### src/rtl/park_slot_arbiter.sv
// park_slot_arbiter: two-gate car park slot allocator with six slots (A1..A3, B1..B3).
// Optional build macro PARK_RR_EN selects round-robin arbitration between the two
// gates on contention; when undefined, gate 0 has fixed priority.
module park_slot_arbiter (
    input  logic       clk,
    input  logic       rst,
    input  logic [1:0] req,
    input  logic [1:0] pref,
    input  logic       rel_valid,
    input  logic [2:0] rel_num,
    output logic [1:0] gnt,
    output logic [2:0] gnt_num,
    output logic [1:0] deny,
    output logic [5:0] occ,
    output logic [2:0] free_cnt,
    output logic       full
);

    typedef enum logic [1:0] {
        StIdle,
        StAlloc,
        StWaitDrop
    } state_e;

    state_e     state_q, state_d;
    logic       win_q, win_d;
    logic       pref_q, pref_d;
    logic [5:0] occ_q, occ_d;
    logic [2:0] free_cnt_q, free_cnt_d;
    logic       full_q, full_d;
    logic [1:0] gnt_q, gnt_d;
    logic [2:0] gnt_num_q, gnt_num_d;
    logic [1:0] deny_q, deny_d;

`ifdef PARK_RR_EN
    // Last served requester; reset value 1 makes requester 0 win the first contention.
    logic       last_q, last_d;
`endif

    logic       arb_win;
    logic [2:0] pref_free;
    logic [2:0] alt_free;
    logic [2:0] alloc_code;
    logic       alloc_ok;
    logic [5:0] rel_mask;

    // Slot code to occupancy bit; codes 000 and 100 map to nothing.
    function automatic logic [5:0] code_to_mask(input logic [2:0] code);
        logic [5:0] m;
        m = 6'b000000;
        case (code)
            3'b001:  m = 6'b000001;
            3'b010:  m = 6'b000010;
            3'b011:  m = 6'b000100;
            3'b101:  m = 6'b001000;
            3'b110:  m = 6'b010000;
            3'b111:  m = 6'b100000;
            default: m = 6'b000000;
        endcase
        return m;
    endfunction

    // Position code (1..3) of the lowest set bit in a zone's free vector, 0 if none.
    function automatic logic [1:0] lowest_pos(input logic [2:0] v);
        logic [1:0] p;
        if (v[0])      p = 2'd1;
        else if (v[1]) p = 2'd2;
        else if (v[2]) p = 2'd3;
        else           p = 2'd0;
        return p;
    endfunction

    // Winner selection for a request seen in idle.
    always_comb begin
`ifdef PARK_RR_EN
        if (req == 2'b11) arb_win = ~last_q;
        else              arb_win = ~req[0];
`else
        arb_win = ~req[0];
`endif
    end

    // Slot choice: preferred zone first, then the other zone, both from pre-edge occupancy.
    always_comb begin
        pref_free = pref_q ? ~occ_q[5:3] : ~occ_q[2:0];
        alt_free  = pref_q ? ~occ_q[2:0] : ~occ_q[5:3];
        if (|pref_free)     alloc_code = {pref_q, lowest_pos(pref_free)};
        else if (|alt_free) alloc_code = {~pref_q, lowest_pos(alt_free)};
        else                alloc_code = 3'b000;
        alloc_ok = |alloc_code[1:0];
        rel_mask = rel_valid ? code_to_mask(rel_num) : 6'b000000;
    end

    // Next-state, occupancy update and registered pulse outputs.
    always_comb begin
        state_d   = state_q;
        win_d     = win_q;
        pref_d    = pref_q;
        gnt_d     = 2'b00;
        deny_d    = 2'b00;
        gnt_num_d = 3'b000;
`ifdef PARK_RR_EN
        last_d    = last_q;
`endif
        // Release clears first so a simultaneous allocation's set always survives.
        occ_d     = occ_q & ~rel_mask;

        case (state_q)
            StIdle: begin
                if (|req) begin
                    win_d   = arb_win;
                    pref_d  = pref[arb_win];
                    state_d = StAlloc;
                end
            end
            StAlloc: begin
                if (alloc_ok) begin
                    occ_d        = occ_d | code_to_mask(alloc_code);
                    gnt_d[win_q] = 1'b1;
                    gnt_num_d    = alloc_code;
                end else begin
                    deny_d[win_q] = 1'b1;
                end
`ifdef PARK_RR_EN
                last_d  = win_q;
`endif
                state_d = StWaitDrop;
            end
            StWaitDrop: begin
                if (!req[win_q]) state_d = StIdle;
            end
            default: state_d = StIdle;
        endcase
    end

    // Free count and full flag derived from the next occupancy so they register alongside it.
    always_comb begin
        logic [2:0] used;
        used = 3'd0;
        for (int i = 0; i < 6; i++) begin
            used = used + {2'b00, occ_d[i]};
        end
        free_cnt_d = 3'd6 - used;
        full_d     = &occ_d;
    end

    // State and output registers with asynchronous reset.
    always_ff @(posedge clk or posedge rst) begin
        if (rst) begin
            state_q    <= StIdle;
            win_q      <= 1'b0;
            pref_q     <= 1'b0;
            occ_q      <= 6'b000000;
            free_cnt_q <= 3'd6;
            full_q     <= 1'b0;
            gnt_q      <= 2'b00;
            gnt_num_q  <= 3'b000;
            deny_q     <= 2'b00;
`ifdef PARK_RR_EN
            last_q     <= 1'b1;
`endif
        end else begin
            state_q    <= state_d;
            win_q      <= win_d;
            pref_q     <= pref_d;
            occ_q      <= occ_d;
            free_cnt_q <= free_cnt_d;
            full_q     <= full_d;
            gnt_q      <= gnt_d;
            gnt_num_q  <= gnt_num_d;
            deny_q     <= deny_d;
`ifdef PARK_RR_EN
            last_q     <= last_d;
`endif
        end
    end

    assign gnt      = gnt_q;
    assign gnt_num  = gnt_num_q;
    assign deny     = deny_q;
    assign occ      = occ_q;
    assign free_cnt = free_cnt_q;
    assign full     = full_q;

endmodule

### config.mk
export PLATFORM = sky130hd
export DESIGN_NAME = park_slot_arbiter
export DESIGN_NICKNAME = d
export VERILOG_FILES = /design/src/rtl/park_slot_arbiter.sv
export SDC_FILE = /design/constraint.sdc
export NUM_CORES = 1
export LEC_CHECK = 0
export ABC_AREA = 0
export CAP_MARGIN = 20
export CELL_PAD_IN_SITES_DETAIL_PLACEMENT = 1
export CELL_PAD_IN_SITES_GLOBAL_PLACEMENT = 2
export CORE_MARGIN = 5
export CORE_UTILIZATION = 41
export CTS_CLUSTER_SIZE = 14
export DETAILED_ROUTE_END_ITERATION = 12
export DONT_BUFFER_PORTS = 1
export PLACE_DENSITY_LB_ADDON = 0.1
export RECOVER_POWER = 100
export SYNTH_ARGS = -nofsm -noshare
export SYNTH_HDL_FRONTEND = slang
export SYNTH_SLANG_ARGS = --single-unit
### constraint.sdc
create_clock -name clk -period 6 [get_ports clk]
set_input_delay 1.2 -clock clk [delete_from_list [all_inputs] [get_ports clk]]
set_output_delay 1.2 -clock clk [all_outputs]
set_load 0.02 [all_outputs]
==> results.sh, run 1 <==
export IMPL_synth_seq_cells=21
export IMPL_p_sw_uw=393
export IMPL_start_kind="flop"
export IMPL_synth_top_flop_cell="dfrtp_1"
export IMPL_layoutNonFillerInstCount=130
export IMPL_nNetsFinal=117
export IMPL_intPower_uw=391
export IMPL_cts_htree_levels=1
export IMPL_cp_required_ns=6.25
export IMPL_synthCells=98
export IMPL_power_leakage_nw=0.522
export IMPL_drv_cap=0
export IMPL_drc=0
export IMPL_drive_above_1_share=0.0700
export IMPL_setup_tns_ns=0
export IMPL_async_reset_ff_frac=1.00
export IMPL_dieArea_um2=3830
export IMPL_syn_area_per_cell_um2=11.2
export IMPL_die_w_um=61.9
export IMPL_cts_buffers=3
export IMPL_post_drt_wl_per_cell_um=18.6
export IMPL_switching_share=0.501
export IMPL_grt_pass1_wl_um=3780
export IMPL_fin_area_um2=1120
export IMPL_hold_viol=0
export IMPL_ant_nets=0
export IMPL_grt_max_degree=22
export IMPL_cts_sinks=21
export IMPL_tightest_slew_ns=0.768
export IMPL_clock_root_buffer="clkbuf_4"
export IMPL_rr_endpoint="free_cnt[2]$_DFF_PP1_"
export IMPL_drtIter0Drc=13
export IMPL_p_seq_frac=0.434
export IMPL_hold_slack_ns=0.586
export IMPL_fillerInstances=288
export IMPL_power_uw=784
export IMPL_routed_wl_um=2420
export IMPL_area_growth_pct=1.36
export IMPL_finClkSkew_ns=0.00678
export IMPL_ioPinCount=27
export IMPL_coreArea_um2=2520
export IMPL_initial_core_util=0.437
export IMPL_ir_worst_vdd_v=0.000523
export IMPL_outcome="complete, no violations"
export IMPL_multiInputGateArea_um2=475
export IMPL_fp_dieH_um=61.9
export IMPL_startpoint="occ[3]$_DFF_PP0_"
export IMPL_post_cts_setup_buffers=0
export IMPL_clkPwrFrac=0.085
export IMPL_fin_crit_sh=0.622
export IMPL_place_inst=126
export IMPL_routed_via_count=751
export IMPL_rows=18
export IMPL_overflow=0
export IMPL_clk_latency_ns=0.31
export IMPL_synth_edff_count=0
export IMPL_gp_congestion=0.750
export IMPL_worstSetupPathType="flop to flop"
export IMPL_rsz0062_at_grt="false"
export IMPL_slew_headroom=0.488
export IMPL_antenna_found_initial=0
export IMPL_via_per_inst=5.78
export IMPL_path_clk_slew_ns=0.12
export IMPL_cp_max_fo=6
export IMPL_yosysSeqAreaShare=0.479
export IMPL_endpoint_kind="flop"
export IMPL_cts_tree="done"
export IMPL_power_density_nw_per_um2=702
export IMPL_rr_worst_depth=14
export IMPL_clock_fmax_mhz=268
export IMPL_finalCriticalPeriod_ns=3.73
export IMPL_cts_buffer_depth=2
export IMPL_finalMaxSlewViolations=0
export IMPL_drtPass1Iterations=2
export IMPL_ff_latch_area_um2=528
export IMPL_grt_util_all_layers=0.136
export IMPL_dpl_cell_area_um2=1120
export IMPL_endpoint="free_cnt[2]$_DFF_PP1_"
export IMPL_min_path_type="flop to flop"
export IMPL_setup_viol_count_final=0
export IMPL_hpwl_um=1920
export IMPL_rr_startpoint="occ[3]$_DFF_PP0_"
export IMPL_cts_resized=0
export IMPL_synth_area_um2=1100
export IMPL_synth_fp_nets=114
export IMPL_grt_pass1_vias=767
export IMPL_p_comb_frac=0.481
export IMPL_port_buffers=0
export IMPL_cts_hold_buf=0
export IMPL_synth_distinct_cells=40
export IMPL_r2r_setup_slack_ns=2.27
export IMPL_synth_warnings=0
export IMPL_diodes=0
export IMPL_crit_arrival_ns=3.99
-- Yosys cell counts (2+ instances only) --
library cell | count | share of area
ha_1 | 3 | 0.034
fa_1 | 3 | 0.054
a21oi_1 | 3 | 0.014
dfstp_2 | 2 | 0.048
nand2b_1 | 3 | 0.017
o21ai_0 | 4 | 0.018
nand4b_1 | 2 | 0.016
nand4_1 | 2 | 0.011
nor2_1 | 5 | 0.017
a32oi_1 | 3 | 0.024
nand2_1 | 7 | 0.024
nor2b_1 | 3 | 0.017
mux2i_1 | 2 | 0.018
inv_1 | 12 | 0.041
dfrtp_1 | 19 | 0.43
-- routing by layer --
metal,share of wire,vias up,wire (µm),GRT usage
li1,-,352,-,-
met1,0.43,382,1040,0.172
met2,0.51,15,1230,0.226
met3,0.058,2,139,0.0599
met4,0.0033,0,8,0.00909
met5,0,-,0,0
-- how the worst min path moves through the flow --
stage / from / end / slack [ns] / depth (start not counted)
finish: win_q$_DFFE_PP0P_ / deny[0]$_DFF_PP0_ / 0.59 / 1
global route: win_q$_DFFE_PP0P_ / deny[0]$_DFF_PP0_ / 0.60 / 1
CTS: win_q$_DFFE_PP0P_ / gnt[0]$_DFF_PP0_ / 0.59 / 1
detailed placement: win_q$_DFFE_PP0P_ / deny[0]$_DFF_PP0_ / 0.56 / 1
global placement: win_q$_DFFE_PP0P_ / deny[0]$_DFF_PP0_ / 0.54 / 1
floorplan: win_q$_DFFE_PP0P_ / deny[0]$_DFF_PP0_ / 0.50 / 1
-- flip-flops by register name, indices dropped and copies added (netlist names) --
signal	cells
gnt	2
win_q	1
pref_q	1
deny	2
gnt_num	3
occ	6
state_q	2
full	1
free_cnt	3
-- area by class of cell --
class | count | area share
sequential | 21 | 0.473
multi-input combinational | 62 | 0.426
inverter | 13 | 0.0437
tap | 30 | 0.0336
clock buffer | 3 | 0.0202
clock inverter | 1 | 0.00448
-- worst max-delay path, cell delays in order (launching register included) --
cell and delay (ns):
dfrtp_1 0.62, inv_1 0.15, o32a_1 0.37, o21ai_0 0.49, nor2_2 0.11, a32o_1 0.32, inv_1 0.08, fa_1 0.40
inv_1 0.06, ha_1 0.13, inv_1 0.05, fa_1 0.51, inv_1 0.05, ha_1 0.18, xor2_1 0.16
-- cell usage in the layout (no fill, tap or decap), types with 2 or more instances in the layout --
master / instances
a21oi_1: 4
a32oi_1: 3
clkbuf_4: 3
dfrtp_1: 19
dfstp_1: 2
fa_1: 3
ha_1: 3
inv_1: 13
mux2i_1: 2
nand2_1: 7
nand2b_1: 3
nand4_1: 2
nand4b_1: 2
nor2_1: 5
nor2b_1: 3
o21ai_0: 5
o41ai_1: 2
-- stage by stage --
step / utilization / setup slack [ns]
2_1_floorplan: - / 2.39
3_3_place_gp: 0.446 / 2.31
3_5_place_dp: 0.446 / 2.20
4_1_cts: 0.457 / 2.54
5_1_grt: 0.443 / 1.98
6_report: 0.443 / 2.27
-- kinds of logic after synthesis --
logic type      count (synthesis)  synth area share
simple gates                   30             0.156
xor+xnor                        1           0.00795
flops                          21             0.479
compound gates                 23             0.193
buf+inv                        15            0.0579
fa+ha+maj                       6            0.0885
mux                             2            0.0182
-- power groups by stage --
stage	Combinational, mW	Clock (mW)	Sequential (mW)
2_1_floorplan	0.343	0	0.317
3_3_place_gp	0.394	0	0.348
3_5_place_dp	0.420	0	0.350
4_1_cts	0.422	0.0711	0.346
5_1_grt	0.457	0.0747	0.351
6_report	0.377	0.0669	0.340
No activity file was read; power rests on OpenSTA's default activity.
==> inputs of run 2 (changes only) <==
Settings changed: CORE_UTILIZATION 41 to 38.
Clock period 6 ns to 3.8 ns, I/O delays scaled along.
==> run 2 against run 1 <==
  * Wire length down 0.29%
  * Critical endpoint unchanged
  * Cell count up 2.3%
  * Core utilization down 2.2 points
  * Clock skew down 0.0037 ns
  * Largest cell class unchanged
  * Non-clock buffer count up 2
  * Hold slack worse by 0.11 ns
  * Sequential cell count unchanged
  * Register-to-register slack worse by 2.0 ns
  * Sequential share of layout area down 1.7 points
  * Via count down 1.7%
  * Die area up 6.6%
==> results.sh, run 2 (synthesis results as in run 1) <==
export IMPL_cp_required_ns=4.03
export IMPL_slew_headroom=0.477
export IMPL_nNetsFinal=119
export IMPL_cts_buffers=3
export IMPL_min_path_type="input port to async pin"
export IMPL_final_common_cell="dfrtp_1"
export IMPL_finClkSkew_ns=0.00309
export IMPL_clock_fmax_mhz=286
export IMPL_worstSetupPathType="flop to flop"
export IMPL_path_clk_slew_ns=0.11
export IMPL_startpoint="occ[4]$_DFF_PP0_"
export IMPL_routed_via_count=738
export IMPL_cts_htree_levels=1
export IMPL_drive_above_1_share=0.0980
export IMPL_setup_tns_ns=0
export IMPL_dieArea_um2=4080
export IMPL_rr_startpoint="occ[4]$_DFF_PP0_"
export IMPL_cts_hold_buf=0
export IMPL_cts_buffer_depth=2
export IMPL_drv_cap=0
export IMPL_layoutNonFillerInstCount=133
export IMPL_cts_resized=0
export IMPL_finalMaxSlewViolations=0
export IMPL_pre_cts_slack_ns=0.323
export IMPL_endpoint_kind="flop"
export IMPL_place_inst=129
export IMPL_finalCriticalPeriod_ns=3.50
export IMPL_area_growth_pct=5.22
export IMPL_die_w_um=63.9
export IMPL_rows=19
export IMPL_start_kind="flop"
export IMPL_ioPinCount=27
export IMPL_diodes=0
export IMPL_initial_core_util=0.400
export IMPL_clock_root_buffer="clkbuf_4"
export IMPL_antenna_found_initial=0
export IMPL_hpwl_um=1950
export IMPL_drc=0
export IMPL_tightest_slew_ns=0.783
export IMPL_fillerInstances=316
export IMPL_hold_viol=0
export IMPL_coreArea_um2=2760
export IMPL_drtIter0Drc=30
export IMPL_crit_arrival_ns=3.73
export IMPL_fin_crit_sh=0.921
export IMPL_grt_max_degree=22
export IMPL_grt_util_all_layers=0.123
export IMPL_cts_tree="done"
export IMPL_grt_pass1_wl_um=3910
export IMPL_grt_pass1_vias=772
export IMPL_port_buffers=0
export IMPL_post_cts_setup_buffers=0
export IMPL_fp_dieH_um=63.9
export IMPL_via_per_inst=5.55
export IMPL_post_drt_wl_per_cell_um=18.1
export IMPL_rsz0062_at_grt="false"
export IMPL_layout_common_cells="dfrtp_1 (19), inv_1 (12), nand2_1 (7), nor2_1 (6), o21ai_0 (4)"
export IMPL_ant_nets=0
export IMPL_outcome="complete, no violations"
export IMPL_gp_congestion=0.809
export IMPL_drtPass1Iterations=4
export IMPL_overflow=0
export IMPL_largest_reg_flops=6
export IMPL_clk_latency_ns=0.30
export IMPL_cp_max_fo=6
export IMPL_cts_sinks=21
export IMPL_setup_viol_count_final=0
export IMPL_setup_ws_ns=0.302
export IMPL_routed_wl_um=2410
run 2: through the flow:
| stage | area (µm²) | hold slack [ns] | utilization |
|---|---|---|---|
| 6_report | 1160 | 0.478 | 0.421 |
| 5_1_grt | 1160 | 0.505 | 0.421 |
| 4_1_cts | 1170 | 0.491 | 0.423 |
| 3_5_place_dp | 1140 | 0.562 | 0.414 |
| 3_3_place_gp | 1140 | 0.546 | 0.414 |
| 2_1_floorplan | 1100 | 0.504 | - |
run 2: critical path, stage by stage, from the launching register on:
cell	delay (ns)
dfrtp_1	0.53
nor2b_1	0.20
o32a_1	0.33
o21ai_2	0.25
nor2_1	0.11
a32o_1	0.33
inv_1	0.09
fa_1	0.43
inv_1	0.08
ha_1	0.14
inv_1	0.05
fa_1	0.51
inv_1	0.05
ha_1	0.18
xor2_1	0.16
run 2: final cells by class:
cell class	count	area [µm²]	share of cell area
sequential	21	528	0.455
multi-input combinational	62	507	0.437
inverter	13	48.8	0.0421
tap	31	38.8	0.0334
clock buffer	4	26.3	0.0227
timing repair buffer	2	11.3	0.00971
run 2: path summary, 6_finish.rpt:
path	cells after the start	endpoint	slack [ns]
min in group clk	1	win_q$_DFFE_PP0P_	0.54
worst min register to register	1	deny[0]$_DFF_PP0_	0.57
worst min-delay path	1	pref_q$_DFFE_PP0P_	0.48
worst max-delay path	14	free_cnt[2]$_DFF_PP1_	0.30
worst max register to register	14	free_cnt[2]$_DFF_PP1_	0.30
max in group asynchronous	1	gnt_num[2]$_DFF_PP0_	2.83
run 2: per-layer routing:
| metal | routed length (µm) | global-route usage | vias up |
|---|---|---|---|
| met3 | 104 | 0.0420 | 0 |
| met2 | 1260 | 0.210 | 12 |
| met5 | 0 | 0 | - |
| met1 | 1050 | 0.155 | 365 |
| li1 | - | - | 361 |
| met4 | 0 | 0.0156 | 0 |
Power of run 2 is left out: the tool's default activity adds up to more than one toggle a clock period on the data nets, which glitch-free logic cannot reach.
==> inputs of run 3 (changes only) <==
Settings changed: CORE_UTILIZATION 38 to 25.
==> run 3 against run 2 <==
  * Final area increased by 2.9%
  * Critical path depth unchanged
  * Clock skew fell by 0.0010 ns
  * Hold slack better by 0.060 ns
  * Sequential share of layout area shrank 1.3 points
  * Via count up 1.1%
  * Die area grew 43%
  * Wire length is 9.0% higher
  * Cell count up 16%
  * Worst setup slack better by 0.10 ns
  * Global-route usage down 2.9 points
  * Largest cell class unchanged
==> results.sh, run 3 (synthesis results as in run 1) <==
export IMPL_hold_viol=0
export IMPL_crit_chain="and4b_1 -> a41oi_1 -> o21ai_2 -> nor2_1 -> a32o_1 -> inv_1 -> fa_1 -> inv_1 -> ha_1 -> inv_1 -> fa_1 -> inv_1 -> ha_1 -> xor2_1"
export IMPL_die_w_um=76.4
export IMPL_routed_via_count=746
export IMPL_drc=0
export IMPL_initial_core_util=0.255
export IMPL_rr_worst_depth=14
export IMPL_rr_startpoint="occ[0]$_DFF_PP0_"
export IMPL_drtPass1Iterations=4
export IMPL_cts_hold_buf=0
export IMPL_crit_buf_inv=4
export IMPL_outcome="complete, no violations"
export IMPL_fp_dieH_um=76.4
export IMPL_finalCriticalPeriod_ns=3.40
export IMPL_routed_wl_um=2630
export IMPL_startpoint="occ[0]$_DFF_PP0_"
export IMPL_post_drt_wl_per_cell_um=17.0
export IMPL_drv_cap=0
export IMPL_slew_headroom=0.461
export IMPL_nNetsFinal=119
export IMPL_clock_fmax_mhz=294
export IMPL_power_density_nw_per_um2=1110
export IMPL_path_clk_slew_ns=0.08
export IMPL_dpl_cell_area_um2=1170
export IMPL_area_growth_pct=8.29
export IMPL_ir_worst_vdd_v=0.000384
export IMPL_cpMostUsedCell="inv_1"
export IMPL_cp_required_ns=4.00
export IMPL_layout_common_cells="dfrtp_1 (19), inv_1 (12), nand2_1 (7), nor2_1 (6), o21ai_0 (4)"
export IMPL_start_kind="flop"
export IMPL_ant_nets=0
export IMPL_rr_endpoint="free_cnt[2]$_DFF_PP1_"
export IMPL_fin_crit_sh=0.894
export IMPL_fin_util=0.276
export IMPL_cts_tree="done"
export IMPL_cts_buffers=3
export IMPL_crit_arrival_ns=3.59
export IMPL_port_buffers=0
export IMPL_drive_above_1_share=0.0784
export IMPL_power_leakage_nw=0.546
export IMPL_largest_reg_flops=6
export IMPL_hpwl_um=2030
export IMPL_finalMaxSlewViolations=0
export IMPL_setup_tns_ns=0
export IMPL_gp_congestion=0.788
export IMPL_setup_viol_count_final=0
export IMPL_min_path_type="input port to async pin"
export IMPL_antenna_found_initial=0
export IMPL_slowest_stage="dfrtp_1"
export IMPL_final_common_cell="dfrtp_1"
export IMPL_cts_resized=0
export IMPL_cts_buffer_depth=2
export IMPL_diodes=0
export IMPL_tightest_slew_ns=0.807
export IMPL_finClkSkew_ns=0.00206
export IMPL_grt_pass1_wl_um=4440
export IMPL_cts_sinks=21
export IMPL_clk_latency_ns=0.26
export IMPL_rsz0062_at_grt="false"
export IMPL_crit_family="adder cells"
export IMPL_coreArea_um2=4320
export IMPL_fin_area_um2=1190
export IMPL_grt_max_degree=22
export IMPL_endpoint_kind="flop"
export IMPL_cp_max_fo=7
export IMPL_post_cts_setup_buffers=0
export IMPL_r2r_setup_slack_ns=0.40
export IMPL_grt_pass1_vias=783
export IMPL_via_per_inst=4.84
export IMPL_slowest_delay_ns=0.55
export IMPL_cts_htree_levels=1
export IMPL_drtIter0Drc=43
export IMPL_ioPinCount=27
export IMPL_clock_root_buffer="clkbuf_8"
export IMPL_worstSetupPathType="flop to flop"
export IMPL_dieArea_um2=5840
export IMPL_grt_util_all_layers=0.0949
export IMPL_rows=24
export IMPL_overflow=0
## run 3: per-layer routing
layer  up-vias  routed length, µm  global-route usage
met5         -                  0                   0
met4         0                 19              0.0262
met3         2                111              0.0319
met2        15               1310               0.146
met1       374               1190               0.127
li1        355                  -                   -
## run 3: stage by stage
| step | hold slack, ns | std cells | setup slack [ns] | power (mW) |
|---|---|---|---|---|
| 6_report | 0.538 | 154 | 0.403 | 1.33 |
| 5_1_grt | 0.572 | 154 | 0.225 | 1.47 |
| 4_1_cts | 0.569 | 154 | 0.403 | 1.40 |
| 3_5_place_dp | 0.557 | 150 | 0.421 | 1.24 |
| 3_3_place_gp | 0.556 | 150 | 0.442 | 1.23 |
| 2_1_floorplan | 0.504 | 98 | 0.626 | 1.04 |
## run 3: how the worst max path moves through the flow
| stage | endpoint | slack, ns | cells after the start |
|---|---|---|---|
| 6_report | free_cnt[2]$_DFF_PP1_ | 0.40 | 14 |
| 5_1_grt | free_cnt[2]$_DFF_PP1_ | 0.23 | 10 |
| 4_1_cts | free_cnt[2]$_DFF_PP1_ | 0.40 | 14 |
| 3_5_place_dp | free_cnt[2]$_DFF_PP1_ | 0.42 | 14 |
| 3_3_place_gp | free_cnt[2]$_DFF_PP1_ | 0.44 | 14 |
| 2_1_floorplan | free_cnt[2]$_DFF_PP1_ | 0.63 | 12 |
## run 3: worst reg2reg max path, cell delays in order, from the launching register on
cell and delay (ns):
dfrtp_1 0.55, and4b_1 0.29, a41oi_1 0.24, o21ai_2 0.14, nor2_1 0.22, a32o_1 0.25, inv_1 0.07, fa_1 0.44
inv_1 0.07, ha_1 0.14, inv_1 0.05, fa_1 0.50, inv_1 0.04, ha_1 0.17, xor2_1 0.16
## run 3: cell type report
cell class	count	area (µm²)
clock buffers	4	45.0
inverters	13	48.8
repair buffers	2	7.51
fillers	510	3130
flip-flops and latches	21	528
well taps	52	65.1
multi-input cells	62	499
## run 3: power by group
part	internal, mW	leakage [nW]	total (mW)	switching (mW)
clock	0.0747	0.0228	0.148	0.0738
combinational	0.258	0.259	0.665	0.407
sequential	0.339	0.264	0.516	0.178
total	0.672	0.546	1.33	0.659
